==> src/rtl/demux_dispatcher_pkg.sv <==
// Shared types and constants for the 1-to-4 demux dispatcher.
// The state encoding and channel geometry live here so the top and the decoder agree.
package demux_dispatcher_pkg;

   typedef enum logic {
      IDLE = 1'b0,
      HOLD = 1'b1
   } state_t;

   localparam int NUM_CH = 4;
   localparam int CH_W   = 2;

   // Round-robin successor; channel 3 wraps back to 0 through the natural overflow.
   function automatic logic [CH_W-1:0] next_ch(input logic [CH_W-1:0] ch);
      return ch + CH_W'(1);
   endfunction

endpackage

==> src/rtl/onehot_decode_2to4.sv <==
// 2-to-4 one-hot decoder with enable.
// When disabled, all outputs are low, so at most one bit can ever be high.
module onehot_decode_2to4 (
   input  logic       en,
   input  logic [1:0] sel,
   output logic [3:0] y
);

   always_comb begin
      y = 4'b0000;
      if (en) begin
         y[sel] = 1'b1;
      end
   end

endmodule

==> src/rtl/demux_dispatcher.sv <==
// Routes a valid/ready stream to one of four channels through a one-entry output register.
// Destination comes from in_dest, or from a round-robin pointer that advances every BURST_LEN beats.
//
//   state | meaning
//   ------+-----------------------------------------------------------
//   IDLE  | output register empty, in_ready=1, no channel valid
//   HOLD  | beat held for cur_dest; it can be replaced on the same edge it drains
module demux_dispatcher
   import demux_dispatcher_pkg::*;
#(
   parameter int unsigned DATA_W    = 8,
   parameter int unsigned BURST_LEN = 4,
   parameter int unsigned CNT_W     = 8
) (
   input  logic              clk,
   input  logic              rst,
   input  logic              rr_mode,
   input  logic              in_valid,
   output logic              in_ready,
   input  logic [DATA_W-1:0] in_data,
   input  logic [CH_W-1:0]   in_dest,
   output logic [NUM_CH-1:0] out_valid,
   input  logic [NUM_CH-1:0] out_ready,
   output logic [DATA_W-1:0] out_data,
   output logic [CH_W-1:0]   cur_dest,
   output logic [CNT_W-1:0]  sent_count
);

   localparam int unsigned BC_W = (BURST_LEN > 1) ? $clog2(BURST_LEN) : 1;
   localparam logic [BC_W-1:0] BURST_LAST = BC_W'(BURST_LEN - 1);

   state_t              state_q;
   state_t              state_d;
   logic [DATA_W-1:0]   data_q;
   logic [CH_W-1:0]     dest_q;
   logic [CH_W-1:0]     rr_ptr_q;
   logic [BC_W-1:0]     burst_cnt_q;
   logic [CNT_W-1:0]    sent_q;

   logic                accept;
   logic                drain;
   logic                holding;
   logic [CH_W-1:0]     accept_dest;

   assign holding     = (state_q == HOLD);

   // Bypass: a held beat that drains this edge frees the register for a new one.
   assign in_ready    = !holding || out_ready[dest_q];
   assign accept      = in_valid && in_ready;
   assign drain       = |(out_valid & out_ready);
   assign accept_dest = rr_mode ? rr_ptr_q : in_dest;

   onehot_decode_2to4 u_valid_dec (
      .en  (holding),
      .sel (dest_q),
      .y   (out_valid)
   );

   always_ff @(posedge clk or posedge rst) begin
      if (rst) begin
         state_q <= IDLE;
      end else begin
         state_q <= state_d;
      end
   end

   always_comb begin
      state_d = state_q;
      case (state_q)
         IDLE: begin
            if (accept) begin
               state_d = HOLD;
            end
         end
         HOLD: begin
            if (drain && !accept) begin
               state_d = IDLE;
            end
         end
         default: state_d = IDLE;
      endcase
   end

   always_ff @(posedge clk or posedge rst) begin
      if (rst) begin
         data_q <= '0;
         dest_q <= '0;
      end else if (accept) begin
         data_q <= in_data;
         dest_q <= accept_dest;
      end
   end

   // Leaving round-robin mode abandons the partial burst; the pointer itself is kept.
   always_ff @(posedge clk or posedge rst) begin
      if (rst) begin
         rr_ptr_q    <= '0;
         burst_cnt_q <= '0;
      end else if (!rr_mode) begin
         burst_cnt_q <= '0;
      end else if (accept) begin
         if (burst_cnt_q == BURST_LAST) begin
            burst_cnt_q <= '0;
            rr_ptr_q    <= next_ch(rr_ptr_q);
         end else begin
            burst_cnt_q <= burst_cnt_q + BC_W'(1);
         end
      end
   end

   always_ff @(posedge clk or posedge rst) begin
      if (rst) begin
         sent_q <= '0;
      end else if (drain) begin
         sent_q <= sent_q + CNT_W'(1);
      end
   end

   assign out_data   = data_q;
   assign cur_dest   = (!holding && rr_mode) ? rr_ptr_q : dest_q;
   assign sent_count = sent_q;

endmodule
==> config.mk <==
export PLATFORM = sky130hd
export DESIGN_NAME = demux_dispatcher
export DESIGN_NICKNAME = d
export VERILOG_FILES = /design/src/rtl/demux_dispatcher_pkg.sv /design/src/rtl/onehot_decode_2to4.sv /design/src/rtl/demux_dispatcher.sv
export SDC_FILE = /design/constraint.sdc
export NUM_CORES = 1
export LEC_CHECK = 0
export ABC_CLOCK_PERIOD_IN_PS = 2500
export BUFFER_PORTS_ARGS = -buffer_cell sky130_fd_sc_hd__buf_2
export CAP_MARGIN = 25
export CORE_MARGIN = 4
export CORE_UTILIZATION = 50
export CTS_CLUSTER_SIZE = 10
export DETAILED_ROUTE_END_ITERATION = 12
export GPL_ROUTABILITY_DRIVEN = 1
export PLACE_DENSITY_LB_ADDON = 0.3
export SLEW_MARGIN = 5
export SYNTH_ARGS = -nofsm -noshare
export SYNTH_HDL_FRONTEND = slang
export SYNTH_SLANG_ARGS = --single-unit
==> constraint.sdc <==
create_clock -name clk -period 2.5 [get_ports clk]
set_input_delay 0.125 -clock clk [delete_from_list [all_inputs] [get_ports clk]]
set_output_delay 0.125 -clock clk [all_outputs]
set_load 0.005 [all_outputs]
==> results of run 1 <==
registers in the layout (all words and copies together) (netlist names):
signal / count
out_data: 8
sent_count: 8
burst_cnt_q: 2
dest_q: 2
rr_ptr_q: 2
holding: 1
metal layers:
metal	share of wire	GRT usage
met3	0.044	0.0255
met5	0	0
met2	0.53	0.296
met1	0.41	0.174
met4	0.011	0.0625
area by class of cell:
| type | count | share of cell area |
|---|---|---|
| clock buffer | 4 | 0.0190 |
| inverter | 2 | 0.00544 |
| timing repair buffer | 41 | 0.152 |
| multi-input combinational | 63 | 0.381 |
| tap | 28 | 0.0254 |
| sequential | 23 | 0.417 |
logic make-up after synthesis:
kind of cell               count (synthesis)  synth area share
and+or+nand+nor                           29             0.130
DFF                                       23             0.505
muxes                                     16             0.182
xor gates and xnor gates                   9            0.0692
AOI/OAI and AO/OA                          7            0.0582
buffers and inverters                      5            0.0330
adders and majority gates                  2            0.0220
repair_timing:
action	CTS	global route
setup buffers	0	0
hold buffers	1	0
endpoints found under the hold margin	12	0
cell usage in the layout, fill, tap and decap left out, drive strengths merged:
cell	n
o21ai	4
and3	4
and2	3
mux2	13
nor2	5
nand3	5
and4	1
clkbuf	4
inv	2
a22o	1
mux4	1
o221ai	1
nor2b	2
ha	2
o22a	1
dfrtp	23
mux2i	2
buf	40
nand2	7
dlygate4sd3	1
xnor2	5
xor2	4
nand2b	2
final timing paths:
check	startpoint	endpoint
setup / recovery	dest_q[1]$_DFFE_PP0P_	out_data[5]$_DFFE_PP0P_
hold reg to reg	sent_count[7]$_DFFE_PP0P_	sent_count[7]$_DFFE_PP0P_
min in group asynchronous	rst	out_data[2]$_DFFE_PP0P_
setup reg to reg	dest_q[1]$_DFFE_PP0P_	out_data[5]$_DFFE_PP0P_
hold / removal	in_data[0]	out_data[0]$_DFFE_PP0P_
max in group asynchronous	rst	rr_ptr_q[1]$_DFFE_PP0P_
power by group:
| part | internal (mW) | switching [mW] | total (mW) |
|---|---|---|---|
| logic | 0.253 | 0.200 | 0.454 |
| clock network | 0.0620 | 0.101 | 0.163 |
| registers | 0.485 | 0.104 | 0.589 |
| total | 0.801 | 0.404 | 1.21 |
per-stage QoR:
step           cells  hold WS, ns
3_5_place_dp     156        0.341
6_report         161       0.0479
3_3_place_gp     156        0.326
4_1_cts          161       0.0403
5_1_grt          161       0.0333
2_1_floorplan     91        0.127
==> impl_metrics.ini, run 1 <==
[logic_synthesis]
synth_edf_count = 0
ys.flop_type = dfrtp_1
synth.distinct_cells = 24
synth_common_cells = dfrtp_1, mux2_2, nand2_1
netlist_top_cells_area = dfrtp_1, mux2_2, mux2_4
syn_area_per_cell_um2 = 12.5
synth_seq_cells = 23
synth_fp_nets = 111
synth_top_area_cell = dfrtp_1
syn_area_um2 = 1140
ys_async_sr_fraction = 1.00
synth_top_area_frac = 0.505
synth_cells = 91
post-synth-top-count-cell = dfrtp_1
ys_seq_area_frac = 0.505
ys_warn_count = 0

[cells_and_area]
drive_gt1_frac = 0.444
antenna_cells = 0
fillerInstances = 174
fin_nets = 154
finish.utilization = 0.630
syn_to_final_growth_pct = 21.2
finalInstanceArea_um2 = 1380
seqCellArea_um2 = 576
multiInputGateArea_um2 = 526

[setup_path]
path_buf_inv = 0
cp.arrival_ns = 2.05
slowest_delay_ns = 0.51
startpoint_type = flip-flop
cp_top_family = multiplexers
cp_data_required_time_ns = 2.69
reg2reg_slack_ns = 0.64
worst-path-stages = 3
ff2ff_path_depth = 3
slowest_stage = dfrtp_1
path_cells = mux2_4 -> o221ai_4 -> mux2_2
critPathKind = flip-flop to flip-flop
path_max_fanout = 16
end_kind = flip-flop

[floorplanning]
coreArea_um2 = 2190
io-pin-count = 41
dieWidth_um = 55.7
start_util = 0.520
die_y_um = 55.7
die_area_um2 = 3100
fp-row-count = 17

[global_route]
antenna_found_initial = 0
grt_pass1_vias = 867
grt_max_degree = 24
grt.total_usage = 0.157
grt_overflow = 0
grt_pass1_wl_mm = 3.88

[timing]
setup_viol = 0
finalWorstSetupSlack_ns = 0.636
tightestPinTransition_ns = 0.843
final_hold_viol_count = 0
max_slew_margin = 0.437
final_max_slew_viol_count = 0
min_period_ns = 1.86
finalSetupTns_ns = 0
max_freq_mhz = 536
fin_skew_ns = 0.00347
period_share = 0.746
rsz0062_at_grt = no

[placed_design]
dp_slack_ns = 0.640
io_buffers = 40
hpwlAfterDp_mm = 1.76
place.gp.congestion = 0.804
post_dp_cell_area_um2 = 1340

[pwr]
p_per_area_nw_per_um2 = 873
peakVddDrop_uv = 484
power_mw = 1.21
p_leak_nw = 0.715

[clock_tree]
htree_levels = 1
worstSkewPairLatency_ns = 0.30
cts_buffer_depth = 2
ctsResizeCount = 0
cts-root-buf = clkbuf_4
clock-sinks = 23
numCtsBuffers = 3
clk_pin_slew_worst_paths_ns = 0.12
cts_tree = built

[worst_hold_path]
holdPathStages = 2
hp-class = input port to flip-flop

[route]
wl_mm = 2.30
vias = 805
wire_per_inst_um = 14.3
drc = 0
dr.pass1.iters = 4
drt_iter0_drc = 18
final_antenna_net_count = 0
viasPerCell = 5.00

[status]
outcome = finished, final reports clean

[job]
drv_cap = 0
Note: power is estimated with default switching activity, not from simulation.
==> inputs of run 2 (changes only) <==
--- a/config.mk
+++ b/config.mk
@@ -5,11 +5,12 @@
 export SDC_FILE = /design/constraint.sdc
 export NUM_CORES = 1
 export LEC_CHECK = 0
-export ABC_CLOCK_PERIOD_IN_PS = 2500
+export ABC_AREA = 1
+export ABC_CLOCK_PERIOD_IN_PS = 1800
 export BUFFER_PORTS_ARGS = -buffer_cell sky130_fd_sc_hd__buf_2
 export CAP_MARGIN = 25
 export CORE_MARGIN = 4
-export CORE_UTILIZATION = 50
+export CORE_UTILIZATION = 49
 export CTS_CLUSTER_SIZE = 10
 export DETAILED_ROUTE_END_ITERATION = 12
 export GPL_ROUTABILITY_DRIVEN = 1
==> constraint.sdc (replaced) <==
create_clock -name clk -period 1.8 [get_ports clk]
set_input_delay 0.09 -clock clk [delete_from_list [all_inputs] [get_ports clk]]
set_output_delay 0.09 -clock clk [all_outputs]
set_load 0.005 [all_outputs]
==> run 2 against run 1 <==
  * Critical path depth up 3
  * Sequential power is 61% higher
  * Setup slack worse by 0.42 ns
  * Die area increased by 10%
  * Worst hold slack gained 0.021 ns
  * Cell count grew 44%
  * Non-clock buffer count up 9
  * Via count increased by 40%
  * Clock-buffer cell count did not move
  * Critical path type is now flip-flop to primary output
  * Critical endpoint is now in_ready
  * Largest cell class unchanged
  * Highest routed layer unchanged
==> impl_metrics.ini, run 2 <==
[logic_synthesis]
synthSimpleGateAreaFrac = 0.351
synth_top_family_by_area = simple AND/OR/NAND/NOR gates
synthMuxAreaShare = 0
synth_seq_cells = 23
synth_top_area_cell = dfrtp_1
synth_fa_ha_area_frac = 0.0201
syn_area_per_cell_um2 = 8.25
syn_area_um2 = 1250
synth_common_cells = nand2_1, dfrtp_1, inv_1
synth_cells = 151
ys_async_sr_fraction = 1.00
synth_top_area_frac = 0.462
ys.flop_type = dfrtp_1
ys_warn_count = 0
netlist_top_cells_area = dfrtp_1, nand2_1, xor2_1
synth-compound-area-share = 0.0321
synth_fp_nets = 171
synth_edf_count = 0
post-synth-top-count-cell = nand2_1
ys_seq_area_frac = 0.462
synth.distinct_cells = 21
synthXorXnorAreaFrac = 0.0562

[cells_and_area]
final_cell_mix = nand2_1, buf_2, dfrtp_1, inv_1, dlygate4sd3_1
fin_nets = 223
antenna_cells = 0
fillerInstances = 212
drive_gt1_frac = 0.302
finalInstanceArea_um2 = 1570
layoutNonFillerInstCount = 232
syn_to_final_growth_pct = 26.3
layout_commonest_cell = nand2_1

[setup_path]
r2r-end = burst_cnt_q[0]$_DFFE_PP0P_
path_max_fanout = 9
startpoint = dest_q[0]$_DFFE_PP0P_
startpoint_type = flip-flop
critPathKind = flip-flop to primary output
end_kind = primary output
reg2reg_slack_ns = 0.33
ff2ff_path_depth = 7
cp.arrival_ns = 1.50
cp_data_required_time_ns = 1.71
rr_startpoint = dest_q[0]$_DFFE_PP0P_

[clock_tree]
clock-sinks = 23
post-cts-setup-buffers = 0
numCtsBuffers = 3
clk_pin_slew_worst_paths_ns = 0.12
htree_levels = 1
worstSkewPairLatency_ns = 0.31
cts_buffer_depth = 2
cts_tree = built
cts-root-buf = clkbuf_4

[timing]
final_hold_viol_count = 0
rsz0062_at_grt = no
setup_viol = 0
fin_skew_ns = 0.00603
tightestPinTransition_ns = 0.405
final_max_slew_viol_count = 0
period_share = 0.881
max_freq_mhz = 630
min_period_ns = 1.59
finalSetupTns_ns = 0
max_slew_margin = 0.730

[global_route]
grt_pass1_vias = 1085
antenna_found_initial = 0
grt_pass1_wl_mm = 4.66
grt_overflow = 0
grt.total_usage = 0.176
grt_max_degree = 24

[pwr]
p_leak_nw = 0.880
peakVddDrop_uv = 861
p_per_area_nw_per_um2 = 1390
power_switching_mw = 0.947
p_comb_frac = 0.455
p_sw_frac = 0.434
power_mw = 2.18
p_int_mw = 1.23
p_seq_frac = 0.436
p_clk_frac = 0.109

[placed_design]
post_dp_cell_area_um2 = 1460
place.gp.congestion = 0.825
hpwlAfterDp_mm = 1.94
dp_cells = 219
io_buffers = 40

[floorplanning]
coreArea_um2 = 2450
io-pin-count = 41
dieWidth_um = 58.4
start_util = 0.508
fp-row-count = 18
die_y_um = 58.4
die_area_um2 = 3410

[route]
final_antenna_net_count = 0
dr.pass1.iters = 4
wire_per_inst_um = 11.3
vias = 1127
drt_iter0_drc = 55
wl_mm = 2.63
viasPerCell = 4.86
drc = 0

[worst_hold_path]
min_from = rr_mode
hp-class = input port to flip-flop
holdPathStages = 3
hold_end = rr_ptr_q[1]$_DFFE_PP0P_

[job]
drv_cap = 0

[status]
outcome = finished, final reports clean
run 2: cell count changes after synthesis, moves of 5 or more:
cell | before | now
nand2_1 | 7 | 60
nand4_1 | 0 | 5
mux2_2 | 9 | 0
inv_1 | 2 | 12
run 2: cell families (layout without fill, tap and decap cells):
kind of cell,count (synthesis),in the layout
and+or+nand+nor,92,92
buffers and inverters,18,69
AOI/OAI and AO/OA,8,8
adders and majority gates,2,2
xor gates and xnor gates,8,8
DFF,23,23
run 2: layer usage:
metal,track usage,wire (um),vias up
met5,0,0,-
met4,0.0695,27,0
met3,0.0307,176,4
met2,0.297,1240,36
met1,0.224,1190,517
li1,-,-,570
run 2: worst max-delay path by stage:
| stage | end | slack, ns |
|---|---|---|
| final | in_ready | 0.21 |
| after global routing | in_ready | 0.10 |
| after CTS | in_ready | 0.20 |
| after detailed placement | burst_cnt_q[0]$_DFFE_PP0P_ | 0.35 |
| after global placement | burst_cnt_q[1]$_DFFE_PP0P_ | 0.41 |
| after floorplan | rr_ptr_q[0]$_DFFE_PP0P_ | 0.63 |
run 2: area by class of cell:
type	count	area, um2	share of cell area
Clock buffer	4	26.3	0.0167
Tap cell	30	37.5	0.0238
Timing Repair Buffer	50	298	0.189
Inverter	15	63.8	0.0405
Sequential cell	23	576	0.366
Multi-Input combinational cell	110	573	0.364
run 2: what timing repair did:
item	4_1_cts	5_1_grt
hold endpoints to repair	31	0
hold buffers	9	0
resized for setup	0	0
run 2: worst max-delay path: stages (launching register included):
cell and delay, ns:
dfrtp_1 0.61, inv_6 0.07, nand2_1 0.08, nand2_1 0.06, nand2_2 0.07, nand3_2 0.13, buf_2 0.16
run 2: stage by stage:
step           hold WS, ns  utilization  setup WS [ns]
2_1_floorplan       0.0919            -          0.626
3_3_place_gp         0.140        0.594          0.407
3_5_place_dp         0.144        0.594          0.349
4_1_cts             0.0623        0.641          0.202
5_1_grt             0.0722        0.641          0.101
6_report            0.0693        0.641          0.213
run 2: power groups by stage:
stage | combinational [mW] | sequential [mW] | clock (mW)
final | 0.992 | 0.951 | 0.238
after CTS | 1.01 | 0.949 | 0.245
after floorplan | 0.718 | 0.895 | 0
after global placement | 0.950 | 0.948 | 0
after detailed placement | 0.981 | 0.958 | 0
after global routing | 1.14 | 0.991 | 0.269
==> inputs of run 3 (changes only) <==
--- a/config.mk
+++ b/config.mk
@@ -15,7 +15,8 @@
 export DETAILED_ROUTE_END_ITERATION = 12
 export GPL_ROUTABILITY_DRIVEN = 1
 export PLACE_DENSITY_LB_ADDON = 0.3
-export SLEW_MARGIN = 5
+export RECOVER_POWER = 100
+export SLEW_MARGIN = 40
 export SYNTH_ARGS = -nofsm -noshare
 export SYNTH_HDL_FRONTEND = slang
 export SYNTH_SLANG_ARGS = --single-unit
==> run 3 against run 2 <==
  * Combinational power down 8.0%
  * Register-to-register slack lost 0.11 ns
  * Largest cell class unchanged
  * Critical endpoint is now sent_count[5]$_DFFE_PP0P_
  * Sequential power about the same
  * Largest power group is now sequential cells
  * Utilization shrank 1.9 points
  * Worst hold slack got worse by 0.012 ns
==> impl_metrics.ini, run 3 (synthesis gave the netlist of run 2 again) <==
[status]
outcome = finished, final reports clean

[floorplanning]
coreArea_um2 = 2450
die_y_um = 58.4
dieWidth_um = 58.4
io-pin-count = 41
die_area_um2 = 3410
fp-row-count = 18
start_util = 0.508

[job]
drv_cap = 0

[setup_path]
r2r-end = sent_count[5]$_DFFE_PP0P_
startpoint_type = flip-flop
path_max_fanout = 9
crit_top_cell = nand2_1
critPathKind = flip-flop to flip-flop
cp.arrival_ns = 1.78
reg2reg_slack_ns = 0.22
path_cells = inv_6 -> nand2_1 -> nand2_1 -> nand2_2 -> nand2_2 -> nand2_1 -> inv_2 -> nand2_1 -> o21ai_0
rr_startpoint = dest_q[0]$_DFFE_PP0P_
end_kind = flip-flop
startpoint = dest_q[0]$_DFFE_PP0P_
ff2ff_path_depth = 9
slowest_stage = dfrtp_1
slowest_delay_ns = 0.61
cp_data_required_time_ns = 1.99

[clock_tree]
numCtsBuffers = 3
post-cts-setup-buffers = 0
hold_buffers = 9
cts-root-buf = clkbuf_4
cts_buffer_depth = 2
clk_pin_slew_worst_paths_ns = 0.13
worstSkewPairLatency_ns = 0.31
ctsResizeCount = 0
htree_levels = 1
clock-sinks = 23
cts_tree = built

[timing]
max_freq_mhz = 632
min_period_ns = 1.58
rsz0062_at_grt = no
setup_viol = 0
period_share = 0.880
whs_ns = 0.0572
final_hold_viol_count = 0
fin_skew_ns = 0.00745
final_max_slew_viol_count = 0
finalWorstSetupSlack_ns = 0.217
finalSetupTns_ns = 0
tightestPinTransition_ns = 1.19
max_slew_margin = 0.209

[pwr]
p_leak_nw = 0.813
power_mw = 2.10
p_per_area_nw_per_um2 = 1370
peakVddDrop_uv = 841

[global_route]
grt_pass1_wl_mm = 4.66
grt_pass1_vias = 1085
grt.total_usage = 0.176
antenna_found_initial = 0
grt_max_degree = 24
grt_overflow = 0

[route]
drt_iter0_drc = 37
wl_mm = 2.67
drc = 0
dr.pass1.iters = 5
wire_per_inst_um = 11.5
viasPerCell = 4.93
vias = 1143
final_antenna_net_count = 0

[worst_hold_path]
min_from = in_valid
hp-class = input port to flip-flop
hold_end = holding$_DFF_PP0_
holdPathStages = 3

[placed_design]
io_buffers = 40
place.gp.congestion = 0.825
dp_slack_ns = 0.349
hpwlAfterDp_mm = 1.94

[cells_and_area]
drive_gt1_frac = 0.193
final_cell_mix = nand2_1, buf_2, dfrtp_1, clkbuf_1, inv_1
antenna_cells = 0
layout_commonest_cell = nand2_1
syn_to_final_growth_pct = 22.6
fin_nets = 223
## run 3: changes by cell type in the layout (fill, tap and decap cells not counted), sizes merged
cell | before | now
buf | 41 | 25
clkbuf | 4 | 20
## run 3: area by class of cell
class	count	area, um2
clock buffer	4	26.3
fill	224	927
inverter	15	63.8
multi-input combinational	110	551
sequential	23	576
tap	30	37.5
timing repair buffer	50	274
## run 3: through the flow
step,cell area [um2],util,cells
5_1_grt,1530,0.622,232
4_1_cts,1570,0.641,232
3_3_place_gp,1460,0.594,219
3_5_place_dp,1460,0.594,219
6_report,1530,0.622,232
2_1_floorplan,1250,-,151
## run 3: worst max path at each step
| stage | to | slack [ns] | cells past startpoint |
|---|---|---|---|
| CTS | in_ready | 0.20 | 6 |
| finish | sent_count[5]$_DFFE_PP0P_ | 0.22 | 9 |
| detailed placement | burst_cnt_q[0]$_DFFE_PP0P_ | 0.35 | 8 |
| floorplan | rr_ptr_q[0]$_DFFE_PP0P_ | 0.63 | 9 |
| global placement | burst_cnt_q[1]$_DFFE_PP0P_ | 0.41 | 8 |
| global route | burst_cnt_q[0]$_DFFE_PP0P_ | 0.07 | 8 |
## run 3: report_power, final
group / switching [mW] / internal [mW] / total, mW
clock: 0.151 / 0.0865 / 0.237
combinational: 0.538 / 0.374 / 0.913
sequential: 0.232 / 0.718 / 0.949
total: 0.921 / 1.18 / 2.10
## run 3: critical path: cells and delay by family, from the launching register on
family	cells	cell delay, ns
AO/OA/AOI/OAI	1	0.08
AND/OR/NAND/NOR	6	0.59
buffers and inverters	2	0.19
flip-flops	1	0.61
## run 3: metal layers
layer | GRT usage | part of all wire | vias up
li1 | - | - | 573
met5 | 0 | 0 | -
met3 | 0.0307 | 0.080 | 6
met4 | 0.0695 | 0.011 | 0
met2 | 0.297 | 0.46 | 42
met1 | 0.224 | 0.45 | 522
